$ cat config.mk
export PLATFORM = sky130hd
export DESIGN_NAME = projectile_evolver_flat
export DESIGN_NICKNAME = d
export VERILOG_FILES = /design/src/rtl/evolver_pkg.sv /design/src/rtl/projectile_evolver_if.sv /design/src/rtl/projectile_evolver_tick_counter.sv /design/src/rtl/projectile_evolver.sv /design/src/flat_wrapper.sv
export SDC_FILE = /design/constraint.sdc
export NUM_CORES = 1
export LEC_CHECK = 0
export CORE_MARGIN = 2
export CORE_UTILIZATION = 35
export DETAILED_ROUTE_END_ITERATION = 8
export SLEW_MARGIN = 20
export SYNTH_ARGS = -nofsm -noshare
export SYNTH_HDL_FRONTEND = slang
export SYNTH_SLANG_ARGS = --single-unit
$ cat constraint.sdc
create_clock -name clk -period 2 [get_ports clk]
set_clock_uncertainty 0.1 [all_clocks]
set_input_delay 0.6 -clock clk [delete_from_list [all_inputs] [get_ports clk]]
set_output_delay 0.6 -clock clk [all_outputs]
set_load 0.02 [all_outputs]
$ cat src/rtl/evolver_pkg.sv
// Shared types and defaults for the projectile evolver: state encoding,
// level width and parameter defaults.
package evolver_pkg;

    localparam int LEVEL_W = 2;

    localparam int DEF_MAX_LEVEL      = 3;
    localparam int DEF_FIRE_THRESHOLD = 2;
    localparam int DEF_COOLDOWN_TICKS = 4;

    typedef enum logic [2:0] {
        ST_IDLE   = 3'd0,
        ST_CHARGE = 3'd1,
        ST_FULL   = 3'd2,
        ST_LAUNCH = 3'd3,
        ST_COOL   = 3'd4
    } state_t;

    function automatic int cnt_width(input int ticks);
        return $clog2(ticks + 1);
    endfunction

endpackage

$ cat src/rtl/projectile_evolver_if.sv
// Shot handshake bundle: evolver offers a shot, downstream accepts it.
interface projectile_evolver_if;

    logic                              shot_valid;
    logic                              shot_ready;
    logic [evolver_pkg::LEVEL_W-1:0]   shot_level;
    logic                              shot_fire;

    modport master (output shot_valid, output shot_level, output shot_fire,
                    input  shot_ready);
    modport slave  (input  shot_valid, input  shot_level, input  shot_fire,
                    output shot_ready);

endinterface

$ cat src/rtl/projectile_evolver_tick_counter.sv
// Cooldown tick counter: synchronous clear, enable, terminal-count compare.
module tick_counter #(
    parameter int TICKS = 4,
    parameter int W     = $clog2(TICKS + 1)
) (
    input  logic clk,
    input  logic clr_n,
    input  logic clr,
    input  logic en,
    output logic last
);

    logic [W-1:0] count;

    always_ff @(posedge clk or negedge clr_n) begin
        if (!clr_n)
            count <= '0;
        else if (clr)
            count <= '0;
        else if (en)
            count <= count + 1'b1;
    end

    // High when the next enabled tick brings the count up to TICKS.
    assign last = (count == W'(TICKS - 1));

endmodule

$ cat src/rtl/projectile_evolver.sv
// Charge-shot controller: builds charge level on evolve ticks, offers the
// shot over a valid/ready handshake, then cools down for a number of ticks.
//
//  state  | meaning
//  IDLE   | waiting for the fire button, level held at 0
//  CHARGE | button held, each tick raises the level
//  FULL   | level saturated at MAX_LEVEL, ticks ignored
//  LAUNCH | shot offered downstream until accepted
//  COOL   | counting cooldown ticks, button ignored
module projectile_evolver
    import evolver_pkg::*;
#(
    parameter int MAX_LEVEL      = DEF_MAX_LEVEL,
    parameter int FIRE_THRESHOLD = DEF_FIRE_THRESHOLD,
    parameter int COOLDOWN_TICKS = DEF_COOLDOWN_TICKS
) (
    input  logic               clk,
    input  logic               clr_n,
    input  logic               charge,
    input  logic               evolve_tick,
    output logic               counter_clr,
    output logic [LEVEL_W-1:0] level,
    output logic               is_fire,
    output logic               busy,
    projectile_evolver_if.master shot
);

    localparam logic [LEVEL_W-1:0] MAX_L  = LEVEL_W'(MAX_LEVEL);
    localparam logic [LEVEL_W-1:0] FIRE_L = LEVEL_W'(FIRE_THRESHOLD);

    state_t               state, state_d;
    logic [LEVEL_W-1:0]   level_q, level_d;
    logic [LEVEL_W-1:0]   shot_level_q, shot_level_d;
    logic                 shot_fire_q, shot_fire_d;
    logic [LEVEL_W-1:0]   level_inc;
    logic                 cool_last;

    tick_counter #(
        .TICKS (COOLDOWN_TICKS),
        .W     (cnt_width(COOLDOWN_TICKS))
    ) u_cool_cnt (
        .clk   (clk),
        .clr_n (clr_n),
        .clr   (state != ST_COOL),
        .en    (evolve_tick),
        .last  (cool_last)
    );

    always_ff @(posedge clk or negedge clr_n) begin
        if (!clr_n) begin
            state        <= ST_IDLE;
            level_q      <= '0;
            shot_level_q <= '0;
            shot_fire_q  <= 1'b0;
        end else begin
            state        <= state_d;
            level_q      <= level_d;
            shot_level_q <= shot_level_d;
            shot_fire_q  <= shot_fire_d;
        end
    end

    assign level_inc = level_q + 1'b1;

    always_comb begin
        state_d      = state;
        level_d      = level_q;
        shot_level_d = shot_level_q;
        shot_fire_d  = shot_fire_q;
        case (state)
            ST_IDLE: begin
                level_d = '0;
                if (charge)
                    state_d = ST_CHARGE;
            end
            ST_CHARGE: begin
                // Release wins over a coincident tick: shot uses pre-tick level.
                if (!charge) begin
                    if (level_q != '0) begin
                        state_d      = ST_LAUNCH;
                        shot_level_d = level_q;
                        shot_fire_d  = (level_q >= FIRE_L);
                    end else begin
                        state_d = ST_IDLE;
                    end
                end else if (evolve_tick) begin
                    level_d = level_inc;
                    if (level_inc == MAX_L)
                        state_d = ST_FULL;
                end
            end
            ST_FULL: begin
                if (!charge) begin
                    state_d      = ST_LAUNCH;
                    shot_level_d = level_q;
                    shot_fire_d  = (level_q >= FIRE_L);
                end
            end
            ST_LAUNCH: begin
                if (shot.shot_ready) begin
                    state_d = ST_COOL;
                    level_d = '0;
                end
            end
            ST_COOL: begin
                if (evolve_tick && cool_last)
                    state_d = ST_IDLE;
            end
            default: begin
                state_d = ST_IDLE;
                level_d = '0;
            end
        endcase
    end

    assign level           = level_q;
    assign is_fire         = (level_q >= FIRE_L);
    assign busy            = (state != ST_IDLE);
    assign counter_clr     = (state == ST_IDLE) || (state == ST_LAUNCH);
    assign shot.shot_valid = (state == ST_LAUNCH);
    assign shot.shot_level = shot_level_q;
    assign shot.shot_fire  = shot_fire_q;

endmodule

$ cat src/flat_wrapper.sv
// flat-port wrapper written by rule: the top's interface ports become plain ports
module projectile_evolver_flat import evolver_pkg::*;
#(
    parameter int MAX_LEVEL      = DEF_MAX_LEVEL,
    parameter int FIRE_THRESHOLD = DEF_FIRE_THRESHOLD,
    parameter int COOLDOWN_TICKS = DEF_COOLDOWN_TICKS
)
  (clk, clr_n, charge, evolve_tick, counter_clr, level, is_fire, busy, shot_shot_valid, shot_shot_level, shot_shot_fire, shot_shot_ready);
  projectile_evolver_if shot_i ();
  input  logic clk;
  input  logic clr_n;
  input  logic charge;
  input  logic evolve_tick;
  output logic counter_clr;
  output logic [LEVEL_W-1:0] level;
  output logic is_fire;
  output logic busy;
  output wire logic [$bits(shot_i.shot_valid)-1:0] shot_shot_valid;
  output wire logic [$bits(shot_i.shot_level)-1:0] shot_shot_level;
  output wire logic [$bits(shot_i.shot_fire)-1:0] shot_shot_fire;
  input wire logic [$bits(shot_i.shot_ready)-1:0] shot_shot_ready;
  assign shot_shot_valid = shot_i.shot_valid;
  assign shot_shot_level = shot_i.shot_level;
  assign shot_shot_fire = shot_i.shot_fire;
  assign shot_i.shot_ready = shot_shot_ready;
  projectile_evolver #(.MAX_LEVEL(MAX_LEVEL), .FIRE_THRESHOLD(FIRE_THRESHOLD), .COOLDOWN_TICKS(COOLDOWN_TICKS)) u_core (.clk(clk), .clr_n(clr_n), .charge(charge), .evolve_tick(evolve_tick), .counter_clr(counter_clr), .level(level), .is_fire(is_fire), .busy(busy), .shot(shot_i));
endmodule
==> results.toml <==
[synthesis]
ys_warn_count = 0
yosysTopAreaCellShare_pct = 42.4
synth_seq_area_share_pct = 42.4
synth_top_area_cell = "dfrtp_1"
yosys.cell_types.count = 26
netlist_instances = 68
syn_area_um2 = 649
synth_area_leaders = "dfrtp_1 (42%), mux2_2 (8.7%), ha_1 (7.7%)"
synth-seq-cells = 11
synth_nets = 77
synth_area_per_cell_um2 = 9.55

[setup_path]
cp.buffers_inverters = 2
required_ns = 1.30
cp_slowest_cell = "dfrtp_1"
critPathTopFamily = "flip-flops"
crit_chain = "inv_2 -> ha_2 -> or2_4 -> buf_6"
worstPathMaxFanout = 2
crit_path_start_kind = "flip-flop"
endpoint_kind = "primary output"
critPathKind = "flip-flop to primary output"
crit_arrival_ns = 1.23
slowest_delay_ns = 0.37

[outcome]
outcome = "finished clean"

[clocking]
clock-sinks = 11
clockRootBuffer = "clkbuf_4"
clk_latency_ns = 0.27
post_cts_buffers = 0
clockBufferDepth = 2
path_clk_slew_ns = 0.07
cts_tree = "built"
numCtsBuffers = 3
h-tree-depth = 1

[power_and_ir_drop]
power.share.clock_pct = 12.2
swShare_pct = 38.8
powerDensity_nw_per_um2 = 1370
internal_power_mw = 0.778
ir_drop_uv = 680
p_switching_mw = 0.493
p_leak_nw = 0.450
p_seq_share_pct = 25.6
p_comb_share_pct = 62.1

[finish]
multi_input_area_um2 = 357
diodes = 0
drive_above_1_share_pct = 34.7
regArea_um2 = 275
area_growth_pct = 42.6
fin_nets = 105
nFillCells = 162

[sta]
maxSlewHeadroom_pct = 65.6
rsz0062_at_grt = "no"
hold_ws_ns = 0.411
hold_viol = 0
fmaxAchievable_mhz = 517
fin_ws_ns = 0.0653
min_period_ns = 1.93
slew_viol_final = 0
layout_worst_path_cycle_share_pct = 96.7
final.setup.tns_ns = 0
setup_viol = 0
tightest_slew_ns = 0.515

[detailed_routing]
vias = 557
drc = 0
vias_per_cell = 4.64
wl_per_cell_um = 11.3
drtPass1Iterations = 4
drt_iter0_markers = 7
wl_um = 1350
postRouteAntennaNets = 0

[min_path]
hp-class = "flip-flop to flip-flop"

[floorplanning]
core_region_area_um2 = 1730
fp.dieW_um = 47.1
rows = 15
start_util_pct = 37.6
ios = 14
dieHeight_um = 47.1
dieArea_um2 = 2220

[global_routing]
grt_remaining_overflow = 0
first_global_vias = 524
grt_max_degree = 12
track_usage_pct = 15.3
grt_pass1_wl_um = 2240
antenna_found_initial = 0

[placed_design]
port_buffers = 13
place_ws_ns = -0.141
gp_congestion = 0.815
dpl.hpwl_um = 1020

[run]
drv_cap = 0
## cells in the mapped netlist
master,number
and2_1,1
a21o_1,1
mux2_2,5
o21ai_0,4
a22oi_1,2
nand3_1,1
o311ai_1,1
dfrtp_1,11
buf_4,1
mux2i_1,2
nand2_1,7
a21oi_1,2
nand3b_1,1
xnor2_1,1
nand2b_1,2
or3b_4,1
ha_1,4
mux2_1,1
buf_2,1
nor3_1,1
nor2b_1,2
inv_1,5
or2_2,1
clkbuf_1,1
or3_1,2
nor2_1,7
## metal layers
layer / vias to the layer above / wire length (um) / GRT usage (%)
met3: 2 / 60 / 6.92
li1: 285 / - / -
met1: 256 / 625 / 17.8
met5: - / 0 / 0
met4: 0 / 12 / 6.67
met2: 14 / 653 / 24.4
## metrics by stage
step | instances | power, mW | util, % | cell area [um2]
after floorplan | 68 | 0.771 | - | 649
after global placement | 116 | 1.11 | 51.7 | 892
final | 120 | 1.27 | 53.6 | 926
after CTS | 120 | 1.22 | 51.9 | 896
after global routing | 120 | 1.37 | 53.6 | 926
after detailed placement | 116 | 1.11 | 51.7 | 892
## registers in the layout, indices dropped and copies added (netlist names)
| name | flops |
|---|---|
| u_core.level | 2 |
| u_core.shot.shot_fire | 1 |
| u_core.u_cool_cnt.count | 3 |
| u_core.shot.shot_level | 2 |
| u_core.state | 3 |
## area by class of cell
| type | count | share of cell area, % |
|---|---|---|
| multi-input cells | 49 | 38.5 |
| flip-flops and latches | 11 | 29.7 |
| repair buffers | 26 | 23.5 |
| well taps | 25 | 3.38 |
| clock buffers | 4 | 2.84 |
| inverters | 5 | 2.03 |
## cells by family (layout without fill, tap and decap cells)
| logic type | Yosys count | after routing | synth area share, % |
|---|---|---|---|
| compound gates | 10 | 10 | 9.44 |
| xor+xnor | 1 | 1 | 1.35 |
| fa+ha+maj | 4 | 4 | 7.71 |
| buf+inv | 8 | 35 | 5.39 |
| flops | 11 | 11 | 42.4 |
| mux | 8 | 8 | 13.5 |
| simple gates | 26 | 26 | 20.2 |
## final timing paths
| check | startpoint | endpoint | slack (ns) | cells past startpoint |
|---|---|---|---|---|
| worst min register to register | u_core.shot.shot_level[1]$_DFFE_PN0P_ | u_core.shot.shot_level[1]$_DFFE_PN0P_ | 0.41 | 1 |
| worst min-delay path | u_core.shot.shot_level[1]$_DFFE_PN0P_ | u_core.shot.shot_level[1]$_DFFE_PN0P_ | 0.41 | 1 |
| min in group asynchronous | clr_n | u_core.state[2]$_DFFE_PN0P_ | 0.57 | 1 |
| worst max register to register | u_core.state[1]$_DFFE_PN0P_ | u_core.state[0]$_DFFE_PN0P_ | 0.10 | 6 |
| worst max-delay path | u_core.level[0]$_DFFE_PN0P_ | is_fire | 0.07 | 4 |
| max in group asynchronous | clr_n | u_core.level[0]$_DFFE_PN0P_ | 0.89 | 1 |
## timing repair
item / CTS / global route
resized for setup: 18 / 11
hold buffers: 0 / 0
pin swaps: 0 / 2
setup endpoints to repair: 6 / 3
## placed cells by master, fill, tap and decap left out, drive strengths merged, types with 2 or more instances in the layout
cell,instances
nor2b,2
nand2b,2
clkdlybuf4s50,7
nor2,7
a22oi,2
clkbuf,4
nand2,7
buf,17
a21oi,2
ha,4
o21ai,4
dfrtp,11
or3,2
mux2,6
dlygate4sd2,2
mux2i,2
inv,5
## worst reg2reg max path, delay by kind of cell, from the launching register on
family	cells	cell delay, ns
AOI/OAI and AO/OA	2	0.25
and+or+nand+nor	1	0.42
buffers and inverters	2	0.28
muxes	1	0.35
DFF	1	0.38
## power groups by stage
stage	logic (mW)	clock network (mW)	registers (mW)
final	0.790	0.156	0.326
after global routing	0.857	0.178	0.336
after CTS	0.735	0.165	0.323
after detailed placement	0.786	0	0.325
after global placement	0.784	0	0.324
after floorplan	0.391	0	0.380
Power figures use the tool's default switching activity.
